<file path="config.mk">
export PLATFORM = sky130hd
export DESIGN_NAME = mem_access_stage
export DESIGN_NICKNAME = d
export VERILOG_FILES = /design/src/rtl/mem_access_stage_pkg.sv /design/src/rtl/mem_lane_align.sv /design/src/rtl/mem_access_stage.sv
export SDC_FILE = /design/constraint.sdc
export NUM_CORES = 1
export LEC_CHECK = 0
export CAP_MARGIN = 0
export CORE_ASPECT_RATIO = 0.6
export CORE_MARGIN = 4
export CORE_UTILIZATION = 51
export DETAILED_ROUTE_END_ITERATION = 16
export HOLD_SLACK_MARGIN = 0.02
export PLACE_DENSITY_LB_ADDON = 0.25
export REMOVE_ABC_BUFFERS = 1
export SLEW_MARGIN = 30
export SYNTH_ARGS = -nofsm -noshare
export SYNTH_HDL_FRONTEND = slang
export SYNTH_HIERARCHICAL = 1
export SYNTH_SLANG_ARGS = --single-unit
</file>
<file path="constraint.sdc">
create_clock -name clk -period 8.6 [get_ports clk]
set_clock_uncertainty 0.15 [all_clocks]
set_input_delay 1.29 -clock clk [delete_from_list [all_inputs] [get_ports clk]]
set_output_delay 1.29 -clock clk [all_outputs]
set_load 0.05 [all_outputs]
</file>
<file path="src/rtl/mem_access_stage_pkg.sv">
// Shared definitions for the MEM stage: memory op codes, exception codes, reset constants.
// Latency: n/a (types, constants and pure combinational helpers only).
// Backpressure: n/a.
package mem_access_stage_pkg;

   typedef enum logic [3:0] {
      OP_NONE = 4'd0,
      OP_LB   = 4'd1,
      OP_LBU  = 4'd2,
      OP_LH   = 4'd3,
      OP_LHU  = 4'd4,
      OP_LW   = 4'd5,
      OP_SB   = 4'd6,
      OP_SH   = 4'd7,
      OP_SW   = 4'd8
   } mem_op_t;

   localparam logic [1:0] EXCP_NONE     = 2'd0;
   localparam logic [1:0] EXCP_MISALIGN = 2'd1;
   localparam logic [1:0] EXCP_TIMEOUT  = 2'd2;

   localparam logic RstEnable  = 1'b1;
   localparam int   NOPRegAddr = 0;
   localparam int   ZeroWord   = 0;

   function automatic logic is_load(input logic [3:0] op);
      return (op == OP_LB) || (op == OP_LBU) || (op == OP_LH) || (op == OP_LHU) || (op == OP_LW);
   endfunction

   function automatic logic is_store(input logic [3:0] op);
      return (op == OP_SB) || (op == OP_SH) || (op == OP_SW);
   endfunction

   // Halves need an even address, words need a 4-byte aligned address.
   function automatic logic misaligned(input logic [3:0] op, input logic [1:0] a);
      logic r;
      r = 1'b0;
      case (op)
         OP_LH, OP_LHU, OP_SH: r = a[0];
         OP_LW, OP_SW:         r = |a;
         default:              r = 1'b0;
      endcase
      return r;
   endfunction

endpackage

</file>
<file path="src/rtl/mem_lane_align.sv">
// Byte-lane steering for stores (data replication + byte enables) and load extract/extend.
// Latency: purely combinational.
// Backpressure: none; follows whatever op/offset the caller presents.
module mem_lane_align
   import mem_access_stage_pkg::*;
#(
   parameter int DATA_W = 32
) (
   input  logic [3:0]                    op,
   input  logic [$clog2(DATA_W/8)-1:0]   off,
   input  logic [DATA_W-1:0]             sdata,
   input  logic [DATA_W-1:0]             rdata,
   output logic [DATA_W/8-1:0]           be,
   output logic [DATA_W-1:0]             wdata,
   output logic [DATA_W-1:0]             ldata
);

   localparam int NB = DATA_W / 8;

   logic [DATA_W-1:0] shifted;

   // Shift the addressed lane down to bit 0, then pick width/extension per op.
   always_comb begin
      be      = '0;
      wdata   = '0;
      ldata   = '0;
      shifted = rdata >> {off, 3'b000};
      case (op)
         OP_LB, OP_LBU, OP_SB: be = NB'(1) << off;
         OP_LH, OP_LHU, OP_SH: be = NB'(3) << off;
         OP_LW, OP_SW:         be = '1;
         default:              be = '0;
      endcase
      case (op)
         OP_SB:   wdata = {NB{sdata[7:0]}};
         OP_SH:   wdata = {(NB/2){sdata[15:0]}};
         OP_SW:   wdata = sdata;
         OP_LB:   ldata = {{(DATA_W-8){shifted[7]}}, shifted[7:0]};
         OP_LBU:  ldata = {{(DATA_W-8){1'b0}}, shifted[7:0]};
         OP_LH:   ldata = {{(DATA_W-16){shifted[15]}}, shifted[15:0]};
         OP_LHU:  ldata = {{(DATA_W-16){1'b0}}, shifted[15:0]};
         OP_LW:   ldata = rdata;
         default: ldata = '0;
      endcase
   end

endmodule

</file>
<file path="src/rtl/mem_access_stage.sv">
// MEM pipeline stage: forwards ALU results, runs loads/stores over a req/ack bus, registers WB.
// Latency: 1 cycle for ALU ops; memory ops complete on the edge after dm_ack_i.
// Backpressure: stall_o holds EX/MEM while a request waits for ack; dropped in ack/timeout cycle.
module mem_access_stage
   import mem_access_stage_pkg::*;
#(
   parameter int DATA_W     = 32,
   parameter int ADDR_W     = 32,
   parameter int REG_ADDR_W = 5,
   parameter int TIMEOUT    = 15
) (
   input  logic                    clk,
   input  logic                    rst,
   input  logic                    valid_i,
   input  logic [3:0]              op_i,
   input  logic [REG_ADDR_W-1:0]   wd_i,
   input  logic                    wreg_i,
   input  logic [DATA_W-1:0]       wdata_i,
   input  logic [ADDR_W-1:0]       addr_i,
   input  logic [DATA_W-1:0]       sdata_i,
   input  logic                    flush_i,
   output logic                    stall_o,
   output logic                    dm_req_o,
   output logic                    dm_we_o,
   output logic [ADDR_W-1:0]       dm_addr_o,
   output logic [DATA_W/8-1:0]     dm_be_o,
   output logic [DATA_W-1:0]       dm_wdata_o,
   input  logic [DATA_W-1:0]       dm_rdata_i,
   input  logic                    dm_ack_i,
   output logic [REG_ADDR_W-1:0]   wd_o,
   output logic                    wreg_o,
   output logic [DATA_W-1:0]       wdata_o,
   output logic [1:0]              excp_o,
   output logic [ADDR_W-1:0]       badaddr_o
);

   localparam int NB    = DATA_W / 8;
   localparam int OFF_W = $clog2(NB);
   localparam int CNT_W = $clog2(TIMEOUT + 1);

   localparam logic [0:0] IDLE   = 1'b0;
   localparam logic [0:0] ACCESS = 1'b1;

   logic [0:0]            state_q;
   logic [3:0]            op_q;
   logic [ADDR_W-1:0]     addr_q;
   logic [DATA_W-1:0]     sdata_q;
   logic [REG_ADDR_W-1:0] wd_q;
   logic                  wreg_q;
   logic                  flushed_q;
   logic [CNT_W-1:0]      cnt_q;

   logic                  in_access;
   logic                  mis;
   logic                  start;
   logic                  timeout;
   logic                  discard;
   logic [3:0]            op_s;
   logic [ADDR_W-1:0]     addr_s;
   logic [DATA_W-1:0]     sdata_s;
   logic [NB-1:0]         be_s;
   logic [DATA_W-1:0]     wdata_s;
   logic [DATA_W-1:0]     ldata;

   // While waiting, the bus is driven from the captured copy so it stays stable until ack.
   assign in_access = (state_q == ACCESS);
   assign op_s      = in_access ? op_q    : op_i;
   assign addr_s    = in_access ? addr_q  : addr_i;
   assign sdata_s   = in_access ? sdata_q : sdata_i;

   assign mis     = !in_access && valid_i && !flush_i && misaligned(op_i, addr_i[1:0]);
   assign start   = !in_access && valid_i && !flush_i && (is_load(op_i) || is_store(op_i)) && !mis;
   assign timeout = in_access && !dm_ack_i && (cnt_q == CNT_W'(TIMEOUT - 1));
   assign discard = flushed_q || flush_i;

   assign dm_req_o   = in_access || start;
   assign dm_we_o    = dm_req_o && is_store(op_s);
   assign dm_addr_o  = dm_req_o ? {addr_s[ADDR_W-1:OFF_W], {OFF_W{1'b0}}} : '0;
   assign dm_be_o    = dm_req_o ? be_s : '0;
   assign dm_wdata_o = dm_req_o ? wdata_s : '0;
   // The timeout cycle releases the stall so upstream advances exactly once.
   assign stall_o    = dm_req_o && !dm_ack_i && !timeout;

   mem_lane_align #(.DATA_W(DATA_W)) u_align (
      .op    (op_s),
      .off   (addr_s[OFF_W-1:0]),
      .sdata (sdata_s),
      .rdata (dm_rdata_i),
      .be    (be_s),
      .wdata (wdata_s),
      .ldata (ldata)
   );

   // FSM, request capture and wait counter.
   always_ff @(posedge clk) begin
      if (rst == RstEnable) begin
         state_q   <= IDLE;
         op_q      <= '0;
         addr_q    <= '0;
         sdata_q   <= '0;
         wd_q      <= '0;
         wreg_q    <= 1'b0;
         flushed_q <= 1'b0;
         cnt_q     <= '0;
      end else if (!in_access) begin
         if (start && !dm_ack_i) begin
            state_q   <= ACCESS;
            op_q      <= op_i;
            addr_q    <= addr_i;
            sdata_q   <= sdata_i;
            wd_q      <= wd_i;
            wreg_q    <= wreg_i;
            flushed_q <= 1'b0;
            cnt_q     <= '0;
         end
      end else if (dm_ack_i || timeout) begin
         state_q <= IDLE;
      end else begin
         cnt_q <= cnt_q + CNT_W'(1);
         if (flush_i) flushed_q <= 1'b1;
      end
   end

   // Writeback registers and one-cycle exception pulse.
   always_ff @(posedge clk) begin
      if (rst == RstEnable) begin
         wd_o      <= REG_ADDR_W'(NOPRegAddr);
         wreg_o    <= 1'b0;
         wdata_o   <= DATA_W'(ZeroWord);
         excp_o    <= EXCP_NONE;
         badaddr_o <= '0;
      end else begin
         wreg_o    <= 1'b0;
         excp_o    <= EXCP_NONE;
         badaddr_o <= '0;
         if (in_access) begin
            if (dm_ack_i) begin
               wd_o    <= wd_q;
               wdata_o <= ldata;
               wreg_o  <= wreg_q && is_load(op_q) && !discard;
            end else if (timeout && !discard) begin
               excp_o    <= EXCP_TIMEOUT;
               badaddr_o <= addr_q;
            end
         end else if (valid_i && !flush_i) begin
            if (mis) begin
               excp_o    <= EXCP_MISALIGN;
               badaddr_o <= addr_i;
            end else if (!start) begin
               wd_o    <= wd_i;
               wreg_o  <= wreg_i;
               wdata_o <= wdata_i;
            end else if (dm_ack_i) begin
               wd_o    <= wd_i;
               wdata_o <= ldata;
               wreg_o  <= wreg_i && is_load(op_i);
            end
         end
      end
   end

endmodule
</file>
==> results by group <==
Outcome
  • Outcome: completed

Clocking
  • Sinks on Clock Net: 152
  • CTS Hold Bufs: 0
  • CTS tree: yes
  • Clk root buf: clkbuf_16
  • Clock-pin transition on the worst setup and hold timing paths: 0.07 ns
  • CTS resizes: 0
  • CTS Buf Count: 17
  • Worst skew pair latency: 0.42 ns
  • H-tree depth: 4
  • Clock Path Buffers: 2
  • Setup repair bufs after CTS: 0

Synth
  • Mapped cell area: 8838 um2
  • Synth warn: 6
  • Share of the synthesized area in the top cell type: 0.3443
  • Distinct cells, synth: 63
  • Cells after synthesis: 985
  • Post-synthesis sequential area ratio: 0.3443
  • Register bit total from synthesis: 152
  • Top_reg_cell synth: dfxtp_1
  • Post-synth EDFFs: 0
  • Yosys top cell by area: dfxtp_1
  • Top cells by area, synth: dfxtp_1, mux2i_1, a22o_1, mux2_2, nand2_1
  • Post-synthesis async set-or-reset flop share: 0
  • Synth Area per Inst: 8.973 um2

Flow run
  • Max Cap Viol: 0

Timing
  • Fmax: 153.8 MHz
  • Slew headroom: 0.3162
  • Slew Viols, Final: 0
  • Final min period: 6.501 ns
  • Hold Violations, Final: 0
  • Tcrit/Tclk final: 0.7560
  • Final setup viols: 0
  • Setup TNS: 0 ns
  • RSZ-0062 raised after global routing: false
  • Worst-Margin Slew: 1.021 ns

Routing
  • DR pass1 iterations: 5
  • Iteration-0 DRC Markers: 651
  • Total Routed Length: 27330 um
  • Drt drc: 0
  • DR WL/cell: 18.79 um
  • Post-DRT Antenna Nets: 0
  • Total number of vias: 8284
  • Via density: 5.697

Floorplanning
  • Core area: 16620 um2
  • Rows: 36
  • Num ports: 286
  • Die area: 19570 um2
  • Die width: 178.0 um
  • Die Y: 110.0 um
  • Starting density of the core: 0.5318

Finish
  • Share of layout cells above drive strength 1: 0.09543
  • Most frequent cells in the layout: clkdlybuf4s50_1, dfxtp_1, mux2i_1
  • Nets: 1359
  • Fillers: 1249
  • Antenna cells: 0
  • Synth-to-layout area growth: 38.07%
  • Final cell count without fillers: 1454
  • Commonest non-fill, non-tap cell in the layout: clkdlybuf4s50_1
  • Fin area: 12200 um2

Min path
  • Worst hold start: wd_o[2]
  • HP Class: flop to flop
  • Cells on Worst Hold Path: 2
  • Hold Path Sink: wd_o[2]

Worst setup path
  • Req. time, crit path: 7.16 ns
  • Critical path peak fanout: 23
  • R2R Path Start: in_access
  • Critical path arrival: 5.06 ns
  • Reg2reg end: wdata_o[26]
  • Worst Setup Path Type: primary input to output port
  • Crit start category: primary input
  • Reg2Reg Setup Slack: 4.84 ns
  • Setup crit end kind: output port
  • Worst r2r path cells: 8

Global routing
  • GRT Residual Overflow: 0
  • Total GRT Usage: 0.2699
  • Largest net degree at the start of global routing: 74
  • Initial antenna violation count: 2
  • Vias in the first global route: 7656
  • First-pass GRT wire length: 42180 um

Power and ir drop
  • Max rail drop VDD: 109.0 uV
  • Power, Total: 0.001907 W
  • Leak pwr: 4.550 nW
  • Pwr dens: 156.2 nW/um2

Place
  • Dpl cells: 1423
  • Gpl congestion: 0.9175
  • Post-DP Area: 11600 um2
  • DP Wirelength: 19150 um
  • PortBufs: 283
[power by group]
| group | switching (W) | leakage (nW) | internal [W] |
|---|---|---|---|
| clock | 0.000337 | 0.291 | 0.000441 |
| combinational | 0.000220 | 3.03 | 0.000170 |
| sequential | 0.0000150 | 1.23 | 0.000723 |
[worst max-delay path, stage by stage]
cell	delay, ns
clkdlybuf4s50_1	0.65
mux2_2	0.63
nor4b_4	0.92
a21o_1	0.41
a22o_1	0.21
and2_1	0.13
clkdlybuf4s50_1	0.80
[layer usage]
layer | vias up | routed length [um] | track usage
li1 | 3988 | - | -
met1 | 3903 | 12750 | 0.3900
met2 | 364 | 11770 | 0.4072
met3 | 25 | 2538 | 0.07362
met4 | 4 | 242 | 0.05130
met5 | - | 27 | 0
[cell families after synthesis]
family,after synthesis,synth area share
AOI/OAI and AO/OA,189,0.1767
adders and majority gates,3,0.003963
buffers and inverters,106,0.06172
DFF,152,0.3443
muxes,189,0.2215
other,1,0.0004243
and+or+nand+nor,345,0.1914
[flip-flops by register name, summed over array words and instances (netlist names)]
name	flops
wdata_o	32
wreg_o	1
cnt_q	4
flushed_q	1
excp_o	2
badaddr_o	32
sdata_q	32
wd_o	5
op_q	4
wreg_q	1
in_access	1
addr_q	32
wd_q	5
[how the worst max path moves through the flow]
stage	startpoint	end	slack, ns	depth (start not counted)
floorplan	in_access	cnt_q[3]	0.22	5
global placement	op_i[0]	dm_wdata_o[8]	2.27	7
detailed placement	op_i[0]	dm_wdata_o[11]	2.16	7
CTS	op_i[0]	dm_wdata_o[11]	2.15	7
global route	op_i[0]	dm_wdata_o[11]	2.02	7
finish	op_i[0]	dm_wdata_o[11]	2.10	7
[stage by stage]
step                      hold WS, ns  setup WS (ns)  utilization
after floorplan                0.3018         0.2162            -
after global placement         0.3140          2.266       0.6978
after detailed placement       0.3096          2.156       0.6978
after CTS                      0.3185          2.148       0.7342
after global routing           0.3425          2.018       0.7342
final                          0.3176          2.099       0.7342
[layout make-up]
cell class	instances	area (um2)	area share
well taps	228	285.3	0.02338
clock inverters	14	180.2	0.01476
repair buffers	296	2923	0.2395
inverters	19	71.32	0.005844
multi-input cells	728	5271	0.4320
clock buffers	17	425.4	0.03486
flip-flops and latches	152	3047	0.2497
[cell usage after synthesis, types with 3 or more instances]
cell type / count
nor4_1: 3
a21oi_1: 14
inv_2: 3
a32oi_1: 3
a221o_1: 8
a21o_1: 4
clkbuf_1: 28
buf_2: 37
a31oi_1: 3
nor2_1: 102
nand2b_1: 35
dfxtp_1: 152
o21ai_0: 27
nor3_1: 11
nand2_1: 106
o22ai_1: 5
nor2b_1: 18
a22o_1: 58
buf_4: 13
mux2_2: 43
buf_6: 7
inv_1: 16
or2_2: 3
a32o_1: 39
mux2i_1: 145
a221oi_1: 3
and2_1: 47
Note: power is estimated with default switching activity, not from simulation.
